File: src/rtl/part_2_fringe_sched.sv
// part_2_fringe_sched: shares one fringe channel among N_DOM mission-clock domains (put, then get, per edge).
// Latency: mission edge at T -> xfer_req_o at T+2 when idle; accepted response -> rx_valid_o pulse next cycle.
// Backpressure: request and payload held until xfer_ack_i; the WAIT phase is bounded by the WDOG_MAX watchdog.
// Option PART2_SCHED_ROUND_ROBIN_EN: round-robin grant; otherwise fixed priority (lowest index wins).
module part_2_fringe_sched #(
    parameter int N_DOM    = 4,
    parameter int DW       = 9,
    parameter int WDOG_MAX = 10000
) (
    input  logic                clk_i,
    input  logic                rstn_i,
    input  logic [N_DOM-1:0]    dom_clk_i,
    input  logic [N_DOM-1:0]    dom_en_i,
    input  logic [N_DOM-1:0]    put_en_i,
    input  logic [N_DOM-1:0]    get_en_i,
    input  logic [N_DOM*DW-1:0] tx_data_i,
    output logic                xfer_req_o,
    output logic                xfer_put_o,
    output logic [2:0]          xfer_dom_o,
    output logic [DW-1:0]       xfer_data_o,
    input  logic                xfer_ack_i,
    input  logic                rsp_valid_i,
    input  logic [2:0]          rsp_dom_i,
    input  logic [DW-1:0]       rsp_data_i,
    output logic [N_DOM-1:0]    rx_valid_o,
    output logic [N_DOM*DW-1:0] rx_data_o,
    output logic [N_DOM-1:0]    freeze_clk_o,
    output logic [N_DOM-1:0]    overrun_o,
    output logic                wdog_err_o,
    output logic                busy_o
);
    localparam int CW = $clog2(WDOG_MAX + 1);

    typedef enum logic [1:0] {S_IDLE, S_PUT, S_GET, S_WAIT} state_t;

    state_t              state_q, state_d;
    logic [N_DOM-1:0]    dom_clk_d_q;
    logic [N_DOM-1:0]    pend_q, pend_d;
    logic [N_DOM-1:0]    ovr_q, ovr_d;
    logic [N_DOM-1:0]    frz_q, frz_d;
    logic [N_DOM-1:0]    rxv_q, rxv_d;
    logic [N_DOM*DW-1:0] rx_q, rx_d;
    logic [DW-1:0]       dat_q, dat_d;
    logic [2:0]          g_q, g_d;
    logic                put_q, put_d;
    logic                get_q, get_d;
    logic                wdog_q, wdog_d;
    logic [CW-1:0]       cnt_q, cnt_d;

    logic [N_DOM-1:0]    edg;
    logic [N_DOM-1:0]    gnt_oh;
    logic [N_DOM-1:0]    g_oh;
    logic                gnt_vld;
    logic [2:0]          gnt_idx;
    logic                acc;
    logic                tmo;
`ifdef PART2_SCHED_ROUND_ROBIN_EN
    logic [2:0]          ptr_q, ptr_d;
    logic [2:0]          hi_idx, lo_idx;
    logic                hi_vld;
`endif

    // Grant selection among pending domains, only meaningful while idle.
    always_comb begin
        gnt_vld = (state_q == S_IDLE) && (|pend_q);
        gnt_idx = '0;
`ifdef PART2_SCHED_ROUND_ROBIN_EN
        // Lowest pending index above the last grant, else wrap to the lowest pending index.
        hi_vld = 1'b0;
        hi_idx = '0;
        lo_idx = '0;
        for (int d = N_DOM - 1; d >= 0; d--) begin
            if (pend_q[d]) begin
                lo_idx = 3'(d);
                if (d > int'(ptr_q)) begin
                    hi_idx = 3'(d);
                    hi_vld = 1'b1;
                end
            end
        end
        gnt_idx = hi_vld ? hi_idx : lo_idx;
`else
        for (int d = N_DOM - 1; d >= 0; d--) begin
            if (pend_q[d]) gnt_idx = 3'(d);
        end
`endif
        gnt_oh = '0;
        g_oh   = '0;
        for (int d = 0; d < N_DOM; d++) begin
            gnt_oh[d] = gnt_vld && (gnt_idx == 3'(d));
            g_oh[d]   = (g_q == 3'(d));
        end
    end

    // Edge tracking, transfer sequencing, response capture and watchdog.
    always_comb begin
        edg = dom_clk_i & ~dom_clk_d_q & dom_en_i;
        acc = (state_q == S_WAIT) && rsp_valid_i && (rsp_dom_i == g_q);
        tmo = (state_q == S_WAIT) && !acc && (cnt_q == CW'(WDOG_MAX - 1));

        state_d = state_q;
        // A domain being granted this cycle is not an overrun even if it edges again.
        pend_d  = (pend_q & ~gnt_oh) | edg;
        ovr_d   = ovr_q | (edg & pend_q & ~gnt_oh);
        frz_d   = frz_q;
        rxv_d   = '0;
        rx_d    = rx_q;
        dat_d   = dat_q;
        g_d     = g_q;
        put_d   = put_q;
        get_d   = get_q;
        wdog_d  = wdog_q;
        cnt_d   = cnt_q;
`ifdef PART2_SCHED_ROUND_ROBIN_EN
        ptr_d   = ptr_q;
`endif

        case (state_q)
            S_IDLE: begin
                if (gnt_vld) begin
                    g_d   = gnt_idx;
                    put_d = |(put_en_i & gnt_oh);
                    get_d = |(get_en_i & gnt_oh);
                    for (int d = 0; d < N_DOM; d++) begin
                        if (gnt_oh[d]) dat_d = tx_data_i[d*DW +: DW];
                    end
                    frz_d = frz_q | (gnt_oh & {N_DOM{get_d}});
                    // Neither direction enabled: the grant is simply dropped.
                    state_d = put_d ? S_PUT : (get_d ? S_GET : S_IDLE);
`ifdef PART2_SCHED_ROUND_ROBIN_EN
                    ptr_d = gnt_idx;
`endif
                end
            end
            S_PUT: begin
                if (xfer_ack_i) state_d = get_q ? S_GET : S_IDLE;
            end
            S_GET: begin
                if (xfer_ack_i) begin
                    state_d = S_WAIT;
                    cnt_d   = '0;
                end
            end
            S_WAIT: begin
                cnt_d = cnt_q + CW'(1);
                if (acc) begin
                    for (int d = 0; d < N_DOM; d++) begin
                        if (g_oh[d]) rx_d[d*DW +: DW] = rsp_data_i;
                    end
                    rxv_d   = g_oh;
                    frz_d   = frz_q & ~g_oh;
                    state_d = S_IDLE;
                end else if (tmo) begin
                    wdog_d  = 1'b1;
                    frz_d   = frz_q & ~g_oh;
                    state_d = S_IDLE;
                end
            end
            default: state_d = S_IDLE;
        endcase
    end

    // State registers with synchronous active-low reset.
    always_ff @(posedge clk_i) begin
        if (!rstn_i) begin
            state_q     <= S_IDLE;
            dom_clk_d_q <= '0;
            pend_q      <= '0;
            ovr_q       <= '0;
            frz_q       <= '0;
            rxv_q       <= '0;
            rx_q        <= '0;
            dat_q       <= '0;
            g_q         <= '0;
            put_q       <= 1'b0;
            get_q       <= 1'b0;
            wdog_q      <= 1'b0;
            cnt_q       <= '0;
`ifdef PART2_SCHED_ROUND_ROBIN_EN
            ptr_q       <= 3'(N_DOM - 1);
`endif
        end else begin
            state_q     <= state_d;
            dom_clk_d_q <= dom_clk_i;
            pend_q      <= pend_d;
            ovr_q       <= ovr_d;
            frz_q       <= frz_d;
            rxv_q       <= rxv_d;
            rx_q        <= rx_d;
            dat_q       <= dat_d;
            g_q         <= g_d;
            put_q       <= put_d;
            get_q       <= get_d;
            wdog_q      <= wdog_d;
            cnt_q       <= cnt_d;
`ifdef PART2_SCHED_ROUND_ROBIN_EN
            ptr_q       <= ptr_d;
`endif
        end
    end

    assign xfer_req_o   = (state_q == S_PUT) || (state_q == S_GET);
    assign xfer_put_o   = (state_q == S_PUT);
    assign xfer_dom_o   = g_q;
    assign xfer_data_o  = dat_q;
    assign rx_valid_o   = rxv_q;
    assign rx_data_o    = rx_q;
    assign freeze_clk_o = frz_q;
    assign overrun_o    = ovr_q;
    assign wdog_err_o   = wdog_q;
    assign busy_o       = (state_q != S_IDLE);

endmodule

File: config.mk
export PLATFORM = sky130hd
export DESIGN_NAME = part_2_fringe_sched
export DESIGN_NICKNAME = d
export VERILOG_FILES = /design/src/rtl/part_2_fringe_sched.sv
export SDC_FILE = /design/constraint.sdc
export NUM_CORES = 1
export LEC_CHECK = 0
export CAP_MARGIN = 10
export CORE_UTILIZATION = 47
export CTS_BUF_LIST = sky130_fd_sc_hd__clkbuf_4 sky130_fd_sc_hd__clkbuf_8
export DETAILED_ROUTE_END_ITERATION = 10
export GPL_TIMING_DRIVEN = 0
export HOLD_SLACK_MARGIN = 0.02
export PLACE_DENSITY = 0.85
export SYNTH_ARGS = -nofsm -noshare
export SYNTH_HDL_FRONTEND = slang
export SYNTH_SLANG_ARGS = --single-unit
File: constraint.sdc
create_clock -name clk_i -period 3 [get_ports clk_i]
set_input_delay 0.75 -clock clk_i [delete_from_list [all_inputs] [get_ports clk_i]]
set_output_delay 0.75 -clock clk_i [all_outputs]
set_load 0.02 [all_outputs]
After elaboration in Yosys (flattened, before gate mapping)
Cells that the tools add are included.
{ "totals": {"out_inout_bits": 64, "in_bits": 68, "wordCells": 102, "regBits": 86} }
{ "classes": {"n_mux": 23, "bitwise": 16, "eq_ne": 15, "n_addsub": 1, "n_reduce_logical": 32} }
{ "op_table": {"columns": ["cell", "count"], "rows": [
  ["4-bit bitwise AND", 9],
  ["9-bit 2-to-1 mux", 4],
  ["14-bit one-hot mux with 2 select lines", 1],
  ["3-bit AND reduction", 8],
  ["2-bit 2-to-1 mux", 9],
  ["14-bit by 1-bit adder with 14-bit output (second input constant)", 1],
  ["14-bit == test (second input constant)", 1],
  ["14-bit 2-to-1 mux", 1],
  ["3-bit by 2-bit == test with 1-bit output (second input constant)", 4],
  ["4-bit 2-to-1 mux", 3],
  ["4-bit NOT", 3],
  ["4-bit OR", 3],
  ["4-bit OR reduction", 3],
  ["1-bit logical AND", 9],
  ["3-bit 2-to-1 mux", 3],
  ["2-bit one-hot mux with 4 select lines", 1],
  ["4-bit one-hot mux with 2 select lines", 1],
  ["3-bit by 1-bit == test with 1-bit output (second input constant)", 2],
  ["3-bit logical NOT", 2],
  ["2-bit nonzero test", 3],
  ["2-bit == test (second input constant)", 2],
  ["2-bit != test (second input constant)", 2],
  ["2-bit AND reduction", 2],
  ["4-bit AND reduction", 1],
  ["9 further kinds", 9]
]} }

Longest topological paths before layout
{ "logic_depth": {"word_depth": 12, "ltp_mapped": 8, "ltp_nobuf": 6} }

Worst setup path after synthesis
OpenSTA, ideal clock, no wires.
{ "synth_timing": {"kind": "in2reg", "from": "input port rsp_dom_i[2]", "to": "register state_q[1]", "slack_ps": 837, "required_time_ps": 2881, "setup_ps": 119, "path_buffers": 1, "path_stages": 5, "t_arrival_ps": 2045, "path_cell_list": "nand3b_1 -> or3_1 -> clkbuf_1 -> a311o_1 -> o221a_1"} }
{ "synth_via": {"elab_chain_len": 7, "elab_cells_between_ends": 9, "classes_between": "eq/ne (2); mux (2); reduce/logical (5)"} }
{ "synth_lines": {"columns": ["item", "line", "source"], "rows": [
  ["start, declared", "23", "input logic [2:0] rsp_dom_i,"],
  ["3-bit == test (*)", "98", "acc = (state_q == S_WAIT) && rsp_valid_i && (rsp_dom_i == g_q);"],
  ["1-bit logical AND (*)", "98", null],
  ["1-bit logical NOT", "99", "tmo = (state_q == S_WAIT) && !acc && (cnt_q == CW'(WDOG_MAX - 1));"],
  ["1-bit logical AND (2 in a row)", "99", null],
  ["3-bit != test (no line)", null, null],
  ["4-bit AND reduction (no line)", null, null],
  ["end signal, assigned", "183", "state_q <= state_d;"],
  ["end, declared", "36", "state_t state_q, state_d;"]
]} }
Mark *: on every way between the ends. The rest lies on a longest branch, timed or not.
A chain may end at the register's enable or synchronous reset.

Worst setup path in the final report
{ "layout_timing": {"from": "register state_q[0]", "to": "output port busy_o"} }
{ "layout_via": {"elab_chain_len": 1} }
{ "layout_lines": {"columns": ["item", "line", "source"], "rows": [
  ["2-bit nonzero test", "211", "assign busy_o = (state_q != S_IDLE);"],
  ["end, declared", "30", "output logic busy_o"]
]} }
No other way between the ends.

==> impl_metrics.csv <==
group,metric,value,unit
run_status,status,"completed",
finish,nNetsFinal,642,
timing,clock.fmax,362,MHz
power,intPower,1890,uW
global_routing,overflow,0,
synth,synth_edf_count,0,
synth,synth_nets,502,
placement,place.port_buffers,129,
finish,fill_cells,637,
timing,period_minus_slack,2.76,ns
clocking,cts_sinks,85,
finish,diodes,0,
hold_path,hold_start,"overrun_o[0]$_SDFF_PN0_",
floorplanning,rows,32,
critical_path,crit_fanout,10,
global_routing,grt_pass1_vias,3602,
floorplanning,boundaryPins,132,
finish,drive_gt1_frac,0.0366,
drt,dr_wl_met2,5440,um
drt,ant_nets,0,
global_routing,antenna_found_initial,0,
critical_path,reg2reg_to,"rx_data_o[13]$_SDFFE_PN0P_",
hold_path,hold_class,"reg -> reg",
clocking,clockRootBuffer,"clkbuf_8",
clocking,h-tree-depth,3,
timing,rsz0062_at_grt,"no",
placement,place_congestion,0.843,
hold_path,hold_path_depth,1,
drt,drc_errors,0,
clocking,cts_setup_buffers,0,
hold_path,hold_end,"overrun_o[0]$_SDFF_PN0_",
floorplanning,coreArea,7810,um^2
clocking,clk_latency,0.37,ns
clocking,cts_tree,"done",
power,switching_share,0.340,
finish,final_cell_area,5460,um^2
critical_path,crit_type,"reg -> out",
critical_path,rrSetupSlack,0.32,ns
timing,worst_slew_pin_slew,0.760,ns
power,pwr-share-clk,0.281,
drt,dr_total_vias,3752,
drt,wirelength_met1,4590,um
drt,drt_iter0_markers,222,
critical_path,crit_path_start_kind,"flip-flop",
synth,synth_top_family_by_area,"simple AND/OR/NAND/NOR gates",
synth,ys_ff_latch,85,
synth,synth-async-reset-ratio,0,
synth,synth_xor_area_frac,0.0182,
placement,dpl_cell_area,5260,um^2
clocking,cts_resized,0,
placement,dp.final_hpwl,8050,um
floorplanning,initial_utilization,0.492,
synth,synthSimpleGateAreaFrac,0.203,
floorplanning,dieWidth,92.4,um
synth,yosysUniqueCellTypes,51,
clocking,clk_path_buf_depth,2,
timing,slew_headroom,0.493,
timing,period_share,0.922,
synth,avgSynthCellArea,8.96,um^2
power,cellLeakagePower,0.00196,uW
timing,finalSetupViolCount,0,
clocking,cts_buffers,9,
clocking,clkTransAtPathRegs,0.09,ns
timing,whs,0.473,ns
synth,syn_area,3840,um^2
drt,routedWlPerCell,16.5,um
run,maxCapViolCount,0,
critical_path,crit_arrival,2.01,ns
critical_path,r2r_start,"state_q[0]$_SDFFE_PN0P_",
drt,drt-vias-per-instance,5.55,
synth,synthCells,429,
finish,syn_to_final_growth,42.0,%
critical_path,reg2regPathDepth,7,
drt,dr_wl_met3,893,um
synth,synth_compound_gate_area_share,0.172,
critical_path,endpoint_kind,"primary output",
power,peakVddDrop,0.347,mV
global_routing,grt_max_degree,19,
timing,hold_violations,0,
power,p_per_area,524,nW/um^2
finish,fin_util,0.700,
global_routing,grtUsageTotal,0.259,
floorplanning,die_y,92.4,um
drt,wl,11200,um
synth,synthMuxAreaShare,0.107,
power,power_switching,974,uW
timing,maxSlewViolCount,0,
power,comb_power_share,0.288,
clocking,cts_hold_buf,0,
floorplanning,die_area,8550,um^2
drt,drt_first_pass_iters,5,
power,seq_power_share,0.432,
synth,yosys_warnings,0,
timing,fin_tns_setup,0,ns
synth,yosysSeqAreaShare,0.443,
critical_path,crit_required,2.25,ns
synth,synth-adder-area-share,0.0163,
synth,synth_ff_type,"dfxtp_1",
global_routing,grt_first_pass_wirelength,17500,um
drt,highest_layer,"met4",
timing,fin_worst_skew,0.0140,ns
power,total_power,2860,uW
registers in the layout, summed over array words and instances, names as in the netlist, 4 cells and up:
name,count
cnt_q,14
pend_q,4
rx_data_o,36
dom_clk_d_q,4
freeze_clk_o,4
overrun_o,4
xfer_data_o,9
rx_valid_o,4
metrics by stage:
stage	std cells	setup slack, ns
floorplan	429	0.837
global placement	660	0.203
detailed placement	660	0.140
CTS	676	0.232
global route	676	0.0545
finish	676	0.235
layout make-up:
class                      instances  area (um^2)  share of cell area
multi-input combinational        304         1990               0.364
timing repair buffer             129         1290               0.236
sequential                        85         1700               0.312
clock buffer                       9          124              0.0227
clock inverter                     7         73.8              0.0135
buffer                            30          118              0.0215
tap                              102          128              0.0234
inverter                          10         37.5             0.00687
how the worst max path moves through the flow:
stage,from,endpoint,slack [ns],depth (start not counted)
floorplan,rsp_dom_i[2],state_q[1]$_SDFFE_PN0P_,0.84,5
global placement,xfer_ack_i,cnt_q[13]$_SDFFE_PN0P_,0.20,5
detailed placement,xfer_ack_i,cnt_q[13]$_SDFFE_PN0P_,0.14,5
CTS,state_q[0]$_SDFFE_PN0P_,busy_o,0.23,5
global route,state_q[1]$_SDFFE_PN0P_,rx_data_o[33]$_SDFFE_PN0P_,0.05,7
finish,state_q[0]$_SDFFE_PN0P_,busy_o,0.24,5
cell usage in the layout, fill, tap and decap left out, drive strengths merged, types with 3 or more instances in the layout:
cell and n:
a211oi 13, a21o 4, a21oi 13, a22o 6
a22oi 3, and2 5, and4b 6, buf 3
clkbuf 36, clkdlybuf4s50 129, dfxtp 85, ha 5
inv 15, mux2i 41, nand2 17, nand2b 5
nand3 6, nand3b 7, nor2 70, nor3 5
nor4 5, o21a 4, o21ai 25, o221a 4
o22ai 14, or3 7, or4b 3, xnor2 6
power groups by stage:
| stage | logic, uW | clock network, uW | registers, uW |
|---|---|---|---|
| floorplan | 432 | 0 | 1300 |
| detailed placement | 806 | 0 | 1260 |
| finish | 823 | 803 | 1240 |
| CTS | 815 | 813 | 1240 |
| global route | 884 | 873 | 1240 |
| global placement | 787 | 0 | 1260 |
per-layer routing:
metal  track usage  vias up
met5             0        -
met4        0.0846        0
met3        0.0928       21
met2         0.430      152
met1         0.311     1758
li1              -     1821
cells by family after synthesis:
family | Yosys count
AND/OR/NAND/NOR | 151
buffers and inverters | 40
other | 1
flip-flops | 85
multiplexers | 41
AO/OA/AOI/OAI | 98
XOR/XNOR | 8
adder cells (fa/ha/maj) | 5
cells in the mapped netlist (all sizes together), types with 5 or more instances:
cell    instances  area [um^2]
nor3            5         25.0
ha              5         62.6
xnor2           6         52.6
nand3           6         30.0
or3             7         43.8
o21ai          25          125
nor4            5         31.3
mux2i          41          410
nand3b          7         52.6
nand2          17         63.8
a211oi         13         97.6
a21oi          13         65.1
and2            5         31.3
and4b           6         60.1
nor2           70          263
dfxtp          85         1700
o22ai          14         87.6
clkbuf         27          101
a22o            6         52.6
nand2b          5         31.3
inv            10         37.5
worst max-delay path: stages (launching register included):
cell and delay [ns]:
dfxtp_1 0.41, inv_1 0.09, ha_1 0.20, clkbuf_1 0.20
inv_2 0.13, clkdlybuf4s50_1 0.62
Note: power is estimated with default switching activity, not from simulation.
